## config.mk

```make
export PLATFORM = sky130hd
export DESIGN_NAME = road_game_engine
export DESIGN_NICKNAME = d
export VERILOG_FILES = /design/src/rtl/road_game_engine.sv
export SDC_FILE = /design/constraint.sdc
export NUM_CORES = 1
export LEC_CHECK = 0
export CAP_MARGIN = 5
export CORE_MARGIN = 4
export CORE_UTILIZATION = 53
export DETAILED_ROUTE_END_ITERATION = 10
export GPL_ROUTABILITY_DRIVEN = 0
export GPL_TIMING_DRIVEN = 0
export PLACE_DENSITY = 0.89
export SETUP_SLACK_MARGIN = 0.4
export SLEW_MARGIN = 25
export SYNTH_ARGS = -nofsm -noshare
export SYNTH_HDL_FRONTEND = slang
export SYNTH_SLANG_ARGS = --single-unit
```

## constraint.sdc

```tcl
create_clock -name clock_in -period 3.66 [get_ports clock_in]
set_clock_uncertainty 0.2 [all_clocks]
set_input_delay 0.732 -clock clock_in [delete_from_list [all_inputs] [get_ports clock_in]]
set_output_delay 0.732 -clock clock_in [all_outputs]
set_load 0.1 [all_outputs]
```

## src/rtl/road_game_engine.sv

```systemverilog
// Game-logic core of the lane racing game.
// Scrolls an LFSR-generated obstacle field down a LANES x ROWS grid on each
// rising edge of the game tick. Also tracks the car lane, score, lives and
// game state. Every output is a plain register for the downstream renderer.
module road_game_engine #(
    parameter int         ROWS        = 8,
    parameter int         LANES       = 4,
    parameter int         LIVES       = 3,
    parameter int         CRASH_TICKS = 90,
    parameter logic [7:0] LFSR_SEED   = 8'hA5
) (
    input  logic                    clock_in,
    input  logic                    reset,
    input  logic                    tick,
    input  logic                    start,
    input  logic                    btn_left,
    input  logic                    btn_right,
    output logic [ROWS*LANES-1:0]   road,
    output logic [1:0]              car_lane,
    output logic [15:0]             score,
    output logic [1:0]              lives,
    output logic [1:0]              state,
    output logic                    crash
);

    typedef enum logic [1:0] {
        ST_IDLE  = 2'd0,
        ST_RUN   = 2'd1,
        ST_CRASH = 2'd2,
        ST_OVER  = 2'd3
    } state_t;

    localparam int CW       = $clog2(CRASH_TICKS + 1);
    localparam int CAR_BASE = (ROWS - 1) * LANES;

    // Registered state
    logic                  tick_q, start_q, left_q, right_q;
    logic [7:0]            lfsr_r;
    logic [CW-1:0]         cnt_r;
    logic [ROWS*LANES-1:0] road_r;
    logic [1:0]            car_r;
    logic [15:0]           score_r;
    logic [1:0]            lives_r;
    state_t                state_r;
    logic                  crash_r;

    // Next-state values
    logic [7:0]            lfsr_n;
    logic [CW-1:0]         cnt_n;
    logic [ROWS*LANES-1:0] road_n;
    logic [1:0]            car_n;
    logic [15:0]           score_n;
    logic [1:0]            lives_n;
    state_t                state_n;
    logic                  crash_n;

    // Helpers
    logic                  step_s, start_e_s, left_e_s, right_e_s, hit_s;
    logic [LANES-1:0]      new_row_s;
    logic [7:0]            lfsr_adv_s;

    // Saturating score increment.
    function automatic logic [15:0] sat_inc(input logic [15:0] v);
        if (v == 16'hFFFF) begin
            return v;
        end else begin
            return v + 16'd1;
        end
    endfunction

    // Rising-edge detection of the level inputs. The registers reset high,
    // so a level that is already high at reset release does not act.
    assign step_s    = tick & ~tick_q;
    assign start_e_s = start & ~start_q;
    assign left_e_s  = btn_left & ~left_q;
    assign right_e_s = btn_right & ~right_q;

    // The car occupies lane car_r of the bottom row.
    assign hit_s      = road_r[CAR_BASE + int'(car_r)];
    assign lfsr_adv_s = {lfsr_r[6:0], lfsr_r[7] ^ lfsr_r[5] ^ lfsr_r[4] ^ lfsr_r[3]};

    // New spawn row: one obstacle in lane lfsr[1:0] when lfsr[2] is set.
    always_comb begin
        new_row_s = '0;
        if (lfsr_r[2]) begin
            new_row_s[lfsr_r[1:0]] = 1'b1;
        end else begin
            new_row_s = '0;
        end
    end

    // Game state machine and playfield datapath (next-state logic).
    always_comb begin
        lfsr_n  = lfsr_r;
        cnt_n   = cnt_r;
        road_n  = road_r;
        car_n   = car_r;
        score_n = score_r;
        lives_n = lives_r;
        state_n = state_r;
        crash_n = 1'b0;
        case (state_r)
            ST_IDLE, ST_OVER: begin
                if (start_e_s) begin
                    state_n = ST_RUN;
                    road_n  = '0;
                    car_n   = 2'd1;
                    score_n = 16'd0;
                    lives_n = 2'(LIVES);
                end else begin
                    state_n = state_r;
                end
            end
            ST_RUN: begin
                if (hit_s) begin
                    // A collision discards this cycle's step and button edges.
                    crash_n = 1'b1;
                    road_n  = '0;
                    car_n   = 2'd1;
                    if (lives_r == 2'd1) begin
                        lives_n = 2'd0;
                        state_n = ST_OVER;
                    end else begin
                        lives_n = lives_r - 2'd1;
                        state_n = ST_CRASH;
                        cnt_n   = '0;
                    end
                end else begin
                    // Opposing edges in the same cycle cancel out.
                    if (left_e_s && !right_e_s) begin
                        if (car_r != 2'd0) begin
                            car_n = car_r - 2'd1;
                        end else begin
                            car_n = car_r;
                        end
                    end else if (right_e_s && !left_e_s) begin
                        if (car_r != 2'(LANES - 1)) begin
                            car_n = car_r + 2'd1;
                        end else begin
                            car_n = car_r;
                        end
                    end else begin
                        car_n = car_r;
                    end
                    if (step_s) begin
                        road_n  = {road_r[CAR_BASE-1:0], new_row_s};
                        lfsr_n  = lfsr_adv_s;
                        score_n = sat_inc(score_r);
                    end else begin
                        road_n = road_r;
                    end
                end
            end
            ST_CRASH: begin
                // Playfield frozen and empty until the penalty time elapses.
                road_n = '0;
                if (cnt_r == CW'(CRASH_TICKS)) begin
                    state_n = ST_RUN;
                    cnt_n   = '0;
                end else if (step_s) begin
                    cnt_n = cnt_r + CW'(1);
                end else begin
                    cnt_n = cnt_r;
                end
            end
            default: begin
                state_n = ST_IDLE;
            end
        endcase
    end

    // State and edge-detect registers.
    always_ff @(posedge clock_in or posedge reset) begin
        if (reset) begin
            tick_q  <= 1'b1;
            start_q <= 1'b1;
            left_q  <= 1'b1;
            right_q <= 1'b1;
            lfsr_r  <= LFSR_SEED;
            cnt_r   <= '0;
            road_r  <= '0;
            car_r   <= 2'd1;
            score_r <= 16'd0;
            lives_r <= 2'(LIVES);
            state_r <= ST_IDLE;
            crash_r <= 1'b0;
        end else begin
            tick_q  <= tick;
            start_q <= start;
            left_q  <= btn_left;
            right_q <= btn_right;
            lfsr_r  <= lfsr_n;
            cnt_r   <= cnt_n;
            road_r  <= road_n;
            car_r   <= car_n;
            score_r <= score_n;
            lives_r <= lives_n;
            state_r <= state_n;
            crash_r <= crash_n;
        end
    end

    assign road     = road_r;
    assign car_lane = car_r;
    assign score    = score_r;
    assign lives    = lives_r;
    assign state    = state_r;
    assign crash    = crash_r;

endmodule

```

## Word-level counts from Yosys, hierarchy flattened

Index checks and enable logic that the tools add are counted.

- Register bits after elaboration: 74
- Latch bits: 0
- Memory bits (writable): 0
- Bits in read-only memories: 0
- Bits of input ports: 6
- Output and inout port bits: 55
- Word-level logic and storage cells: 106
- Memories kept: 0

- Add/sub/neg operators: 6
- Multiply operators: 0
- Div/mod/pow operators: 0
- Order comparisons: 3
- Eq/ne operators: 19
- Shifts and indexed selects: 0
- Multiplexer cells: 37
- Bitwise gates (word level): 12
- Reductions and logical operators: 17

Operator list:

| kind | count |
|---|---|
| $mux W32 | 3 |
| $pmux W32 S3 | 1 |
| $mux W16 | 4 |
| $pmux W16 S2 | 1 |
| $mux W7 | 4 |
| $mux W2 | 11 |
| $add A16 B1 Y16 const B | 1 |
| $eq A16 B16 Y1 const B | 1 |
| $ne A2 B2 Y1 const B | 8 |
| $pmux W7 S2 | 1 |
| $ne A4 B4 Y1 const B | 3 |
| $reduce_and A5 Y1 | 2 |
| $reduce_and A3 Y1 | 3 |
| $pmux W2 S2 | 2 |
| $add A7 B1 Y7 const B | 1 |
| $eq A7 B7 Y1 const B | 1 |
| $add A5 B2 Y6 const A | 1 |
| $lt A6 B6 Y1 const B | 1 |
| $mux W1 | 6 |
| $ne A3 B3 Y1 const B | 2 |
| $pmux W2 S3 | 1 |
| $reduce_bool A2 Y1 | 3 |
| $bmux W1 S5 | 1 |
| $not A1 Y1 | 5 |
| other kinds (16) | 27 |

## Depth between registers and ports, before layout

Gate-level depths: netlist (run 1).

- Word-level depth: 8
- Depth in mapped cells: 10
- Mapped depth without buffers: 7

## Worst setup path after synthesis (run 1)

OpenSTA, ideal clock, no wires.

- Kind: reg2reg
- From: register state_r[0], in the netlist state[0]
- To: register score_r[13], in the netlist score[13]
- Library setup time: 71 ps
- Data arrival time: 2717 ps
- Data required time: 3389 ps
- Setup slack: 672 ps
- Cell stages (with the launch flop): 9
- Buffers on the path: 2
- Clock period less this slack: 2988 ps
- Path through: dfrtp_1 ha_1 clkbuf_1 nand3b_1 o22ai_4 o211ai_4 buf_6 or4b_1 nand3_1

- Word-level cells in the longest chain between the ends: 4
- Elaborated cells between the ends (all ways): 11
- Classes of those cells: 6 x eq/ne; 1 x mux; 4 x reduce/logical

RTL lines:

| element | RTL line | RTL |
|---|---|---|
| from (decl) | 44 | `state_t state_r;` |
| from (signal assigned) | 198 | `state_r <= state_n;` |
| $eq A2 B2 Y1 / $logic_not A2 Y1 (equally long branches) | 102 | `case (state_r)` |
| $reduce_or A2 Y1 | 102 |  |
| $ne A2 B2 Y1 (no line) / $reduce_bool A2 Y1 (equally long branches) | - |  |
| $reduce_and A5 Y1 (no line) | - |  |
| to (signal assigned) | 196 | `score_r <= score_n;` |
| to (decl) | 42 | `logic [15:0] score_r;` |

Several ways; a longest one is shown, not always the timed one.
A chain may end at the register's enable or synchronous reset.

## Worst setup path in the final report (run 1)

- From: register car_r[0], in the netlist car_lane[0]
- To: output car_lane[0]

RTL lines:

| element | RTL line | RTL |
|---|---|---|
| from (decl) | 41 | `logic [1:0] car_r;` |
| from (signal assigned) | 195 | `car_r <= car_n;` |
| to (decl) | 19 | `output logic [1:0] car_lane,` |

No word-level cell between the ends.

==> results of run 1 <==
-- flip-flops by register name, summed over array words and instances (netlist names) --
name      count
car_lane      2
cnt_r         7
crash         1
left_q        1
lfsr_r        8
lives         2
right_q       1
road         32
score        16
start_q       1
state         2
tick_q        1
-- cell type report --
class,instances,area share (%)
buffer,14,1.55
sequential,74,42.0
inverter,14,1.24
tap,77,2.17
timing repair buffer,61,14.1
multi-input combinational,265,34.7
clock buffer,9,2.79
clock inverter,7,1.38
-- stage by stage --
step                      hold slack [ns]  instance area, sq um  setup slack [ns]  TNS, ns
after floorplan                     0.273                  3520             0.672        0
after global placement              0.284                  4220            -0.236   -14.72
after detailed placement            0.295                  4250             0.700        0
after CTS                           0.326                  4440             0.566        0
after global routing                0.353                  4440             0.526        0
final                               0.324                  4440             0.576        0
-- synthesized netlist by cell type, drive strengths merged, types with 2 or more instances --
| cell type | number | share of area, % |
|---|---|---|
| a21oi | 12 | 1.7 |
| a22o | 4 | 0.99 |
| a31oi | 2 | 0.36 |
| and2 | 3 | 0.53 |
| and3 | 5 | 0.89 |
| buf | 3 | 0.78 |
| clkbuf | 11 | 1.2 |
| dfrtp | 63 | 45 |
| dfstp | 11 | 8.2 |
| ha | 6 | 2.1 |
| inv | 14 | 1.5 |
| mux2 | 6 | 1.9 |
| mux2i | 2 | 0.57 |
| nand2 | 89 | 9.6 |
| nand2b | 5 | 0.89 |
| nand3 | 13 | 1.8 |
| nand4 | 5 | 0.89 |
| nor2 | 13 | 1.4 |
| nor2b | 4 | 0.71 |
| nor3 | 3 | 0.43 |
| o21ai | 39 | 5.5 |
| o22ai | 3 | 0.92 |
| o31ai | 6 | 1.3 |
| o41ai | 4 | 0.99 |
| or3 | 7 | 1.2 |
| or4 | 6 | 1.3 |
| or4b | 2 | 0.57 |
| xnor2 | 5 | 1.2 |
| xor2 | 4 | 0.99 |
-- routing by layer --
metal  track usage [%]  up-vias
li1                  -     1427
met1              28.0     1478
met2              37.9      103
met3              5.53       16
met4              8.80        0
met5                 0        -
-- logic make-up after synthesis --
group	Yosys count
AND/OR/NAND/NOR	163
AO/OA/AOI/OAI	78
flip-flops	74
buffers and inverters	28
XOR/XNOR	9
multiplexers	9
adder cells (fa/ha/maj)	6
-- path summary, 6_finish.rpt --
check	from	to	slack [ns]	cells past startpoint
max	car_lane[0]	car_lane[0]	0.58	1
min	road[4]	road[4]	0.32	2
max reg2reg	car_lane[0]	road[1]	0.74	6
min reg2reg	road[4]	road[4]	0.32	2
max in group asynchronous	reset	right_q	2.19	3
min in group asynchronous	reset	score[0]	0.48	2
==> flow_summary.json, run 1 <==
{
  "nets": 451,
  "finalNonFillerCells": 521,
  "hp-class": "reg -> reg",
  "port_buffers": 60,
  "required_ns": 2.73,
  "synth_nets": 379,
  "cp.arrival_ns": 2.15,
  "syn_area_sq_mm": 0.00352,
  "grt_pass1_wl_microns": 13900,
  "seqCellArea_sq_mm": 0.00187,
  "synth_top_family_by_area": "simple AND/OR/NAND/NOR gates",
  "area_growth_pct": 26.0,
  "maxCapViolCount": 0,
  "synth_compound_area_share_pct": 14.1,
  "vias": 3024,
  "die_y_microns": 89.5,
  "final_cell_mix": "nand2_1 (88), dfrtp_1 (63), clkdlybuf4s50_1 (60)",
  "slew_violations": 0,
  "path_max_fanout": 8,
  "yosysSeqAreaShare_pct": 52.9,
  "synth_mux_area_share_pct": 3.13,
  "path_class": "reg -> out",
  "period_minus_slack_ns": 3.08,
  "drc": 0,
  "critPathTopFamily": "buffers and inverters",
  "rows": 29,
  "dieArea_sq_mm": 0.00802,
  "clk_transition_reported_paths_ns": 0.08,
  "clock-sinks": 74,
  "overflow": 0,
  "fin_crit_sh_pct": 84.3,
  "cts_setup_buffers": 0,
  "status": "finished, final reports clean",
  "top_layer": "met4",
  "cts_resized": 0,
  "rsz0062_at_grt": "no",
  "numCtsBuffers": 9,
  "wl_met3_microns": 548,
  "fill_cells": 477,
  "ys_seq_elements": 74,
  "cpPeakStageDelay_ns": 1.17,
  "cts_tree": "yes",
  "grt_start_max_net_pins": 55,
  "core_sq_mm": 0.00639,
  "start_util_pct": 55.2,
  "root_buffer": "clkbuf_8",
  "cts_max_level": 3,
  "wl_per_cell_microns": 15.7,
  "antenna_cells": 0,
  "met1_length_microns": 3370,
  "dp.cells": 505,
  "path_buf_inv": 1,
  "max_slew_margin_pct": 32.6,
  "worstMarginPinSlew_ns": 1.01,
  "dp_hpwl_microns": 5780,
  "max_freq_mhz": 324,
  "wirelength_microns": 8190,
  "synthSimpleGateAreaFrac_pct": 22.0,
  "synth_flop_cell": "dfrtp_1",
  "grt_pass1_vias": 2977,
  "avgSynthCellArea_sq_um": 9.60,
  "clk_latency_ns": 0.35,
  "synthArstFlopShare_pct": 100,
  "track_usage_pct": 22.6,
  "drive_above_1_share_pct": 10.4,
  "multiInputGateArea_sq_mm": 0.00154,
  "fin_util_pct": 69.5,
  "pin_count": 61,
  "synthAdderAreaFrac_pct": 2.13,
  "hold_viol": 0,
  "syn_inst": 367,
  "final_common_cell": "nand2_1",
  "critPathLaunchType": "register",
  "yosysWarnings": 0,
  "synth_edf_count": 0,
  "drtPass1Iterations": 4,
  "die_w_microns": 89.5,
  "ys_types": 51,
  "postCtsHoldBufs": 0,
  "crit_chain": "clkdlybuf4s50_1",
  "met2_length_microns": 4150,
  "clk_path_buf_depth": 2,
  "vias_per_cell": 5.80,
  "drt_iter0_markers": 173,
  "ant_nets": 0,
  "critPathCaptureType": "primary output",
  "antenna_found_initial": 0,
  "cp_slowest_cell": "clkdlybuf4s50_1",
  "synth_xor_area_share_pct": 2.24,
  "setup_viol": 0
}
Power of run 1 is left out: the tool's default activity adds up to more than one toggle a clock period on the data nets, which glitch-free logic cannot reach.
==> run 2: changes to the inputs <==
==> constraint.sdc (replaced) <==
create_clock -name clock_in -period 2.95 [get_ports clock_in]
set_clock_uncertainty 0.2 [all_clocks]
set_input_delay 0.59 -clock clock_in [delete_from_list [all_inputs] [get_ports clock_in]]
set_output_delay 0.59 -clock clock_in [all_outputs]
set_load 0.1 [all_outputs]
==> run 2 against run 1 <==
First-iteration DRC count decreased by 14%. Global-route usage increased by 0.88 points. Hold slack got worse by 0.018 ns. Die area unchanged. Non-clock buffer count increased by 9.
==> flow_summary.json, run 2 (synthesis results as in run 1) <==
{
  "nets": 460,
  "final_common_cell": "nand2_1",
  "reg2regPathDepth": 7,
  "core_sq_mm": 0.00639,
  "critPathLaunchType": "register",
  "ant_nets": 0,
  "grt_pass1_wl_microns": 14500,
  "worstMarginPinSlew_ns": 0.986,
  "pre_cts_slack_ns": 0.242,
  "worstReg2RegEnd": "score[13]",
  "start_util_pct": 55.2,
  "path_class": "reg -> reg",
  "drtPass1Iterations": 4,
  "clk_latency_ns": 0.36,
  "required_ns": 3.04,
  "drc": 0,
  "setup_viol": 0,
  "status": "finished, final reports clean",
  "port_buffers": 60,
  "hp-class": "reg -> reg",
  "crit_path_start": "car_lane[0]",
  "dp_hpwl_microns": 5870,
  "die_y_microns": 89.5,
  "whs_ns": 0.306,
  "vias": 3033,
  "pin_count": 61,
  "track_usage_pct": 23.4,
  "r2r-start": "car_lane[0]",
  "clock-sinks": 74,
  "fin_tns_setup_ns": 0,
  "postCtsHoldBufs": 0,
  "drt_iter0_markers": 148,
  "wirelength_microns": 8330,
  "dieArea_sq_mm": 0.00802,
  "rsz0062_at_grt": "yes",
  "path_max_fanout": 7,
  "crit_top_cell": "buf_6",
  "grt_start_max_net_pins": 34,
  "critPathCaptureType": "register",
  "rows": 29,
  "overflow": 0,
  "ff2ff_setup_slack_ns": 0.37,
  "fin_crit_sh_pct": 87.4,
  "cp_slowest_cell": "dfstp_4",
  "vias_per_cell": 5.72,
  "max_freq_mhz": 388,
  "final_cell_mix": "nand2_1 (88), dlygate4sd2_1 (51), dfrtp_1 (48)",
  "root_buffer": "clkbuf_8",
  "area_growth_pct": 29.6,
  "maxCapViolCount": 0,
  "hold_viol": 0,
  "cts_max_level": 3,
  "cts_tree": "yes",
  "wl_per_cell_microns": 15.7,
  "cp.arrival_ns": 2.67,
  "die_w_microns": 89.5,
  "clk_transition_reported_paths_ns": 0.08,
  "antenna_cells": 0,
  "grt_pass1_vias": 3102,
  "numCtsBuffers": 9,
  "path_buf_inv": 2,
  "clk_path_buf_depth": 2,
  "critical_path_depth": 7,
  "crit_chain": "mux4_2, buf_6, o22ai_4, o211ai_4, buf_6, or4b_1, nand3_1",
  "cpPeakStageDelay_ns": 0.66,
  "final.setup.worst_slack_ns": 0.371,
  "slew_violations": 0,
  "drive_above_1_share_pct": 21.2,
  "largest_reg_flops": 32,
  "max_slew_margin_pct": 34.5,
  "crit_end": "score[13]",
  "period_minus_slack_ns": 2.58,
  "antenna_found_initial": 0,
  "critPathTopFamily": "flip-flops"
}
-- run 2: changes by cell type in the layout (fill, tap and decap cells not counted), sizes merged --
cell,change
clkinv,+1
inv,-3
clkdlybuf4s50,-55
clkdlybuf4s15,+2
buf,+9
dlygate4sd2,+51
clkbuf,+4
-- run 2: cell type report --
class | instances | area [sq um]
sequential | 74 | 1890
timing repair buffer | 70 | 639
fill | 478 | 1820
inverter | 14 | 56.3
clock buffer | 11 | 141
buffer | 14 | 86.3
tap | 77 | 96.3
multi-input combinational | 265 | 1610
clock inverter | 5 | 38.8
-- run 2: metal layers --
metal | vias up | global-route usage (%) | part of all wire (%)
li1 | 1447 | - | -
met1 | 1491 | 29.2 | 42
met2 | 82 | 38.4 | 49
met3 | 13 | 9.68 | 7.4
met4 | 0 | 5.14 | 1.1
met5 | - | 0 | 0
-- run 2: repair_timing --
item	4_1_cts	5_1_grt
resized for setup	73	19
gates cloned	1	0
setup endpoints to repair	105	54
pin swaps	6	5
setup buffers	2	5
-- run 2: worst register-to-register path, delay by kind of cell, from the launching register on --
family	cells	cell delay, ns
buffers and inverters	2	0.32
flip-flops	1	0.66
AND/OR/NAND/NOR	2	0.54
AO/OA/AOI/OAI	2	0.27
multiplexers	1	0.53
-- run 2: how the worst min path moves through the flow --
stage | start | end | slack (ns) | cells past startpoint
final | road[29] | road[29] | 0.31 | 2
after floorplan | lfsr_r[1] | road[0] | 0.27 | 1
after global placement | lfsr_r[6] | lfsr_r[6] | 0.28 | 1
after detailed placement | lfsr_r[6] | lfsr_r[7] | 0.29 | 1
after global routing | lfsr_r[6] | lfsr_r[6] | 0.33 | 1
after CTS | lfsr_r[6] | lfsr_r[7] | 0.31 | 1
-- run 2: metrics by stage --
step,cell area [sq um],util [%],cells
6_report,4570,71.5,530
4_1_cts,4490,70.3,525
5_1_grt,4570,71.5,530
3_5_place_dp,4310,67.4,506
3_3_place_gp,4260,66.7,504
2_1_floorplan,3560,-,367
Power of run 2 is left out for the same reason.
==> run 3: changes to the inputs <==
--- a/config.mk
+++ b/config.mk
@@ -5,7 +5,6 @@
 export SDC_FILE = /design/constraint.sdc
 export NUM_CORES = 1
 export LEC_CHECK = 0
-export CAP_MARGIN = 5
 export CORE_MARGIN = 4
 export CORE_UTILIZATION = 53
 export DETAILED_ROUTE_END_ITERATION = 10
==> results of run 3 <==
Final layout, timing and power as in run 2 (identical DEF).
Power of run 3 is left out for the same reason.
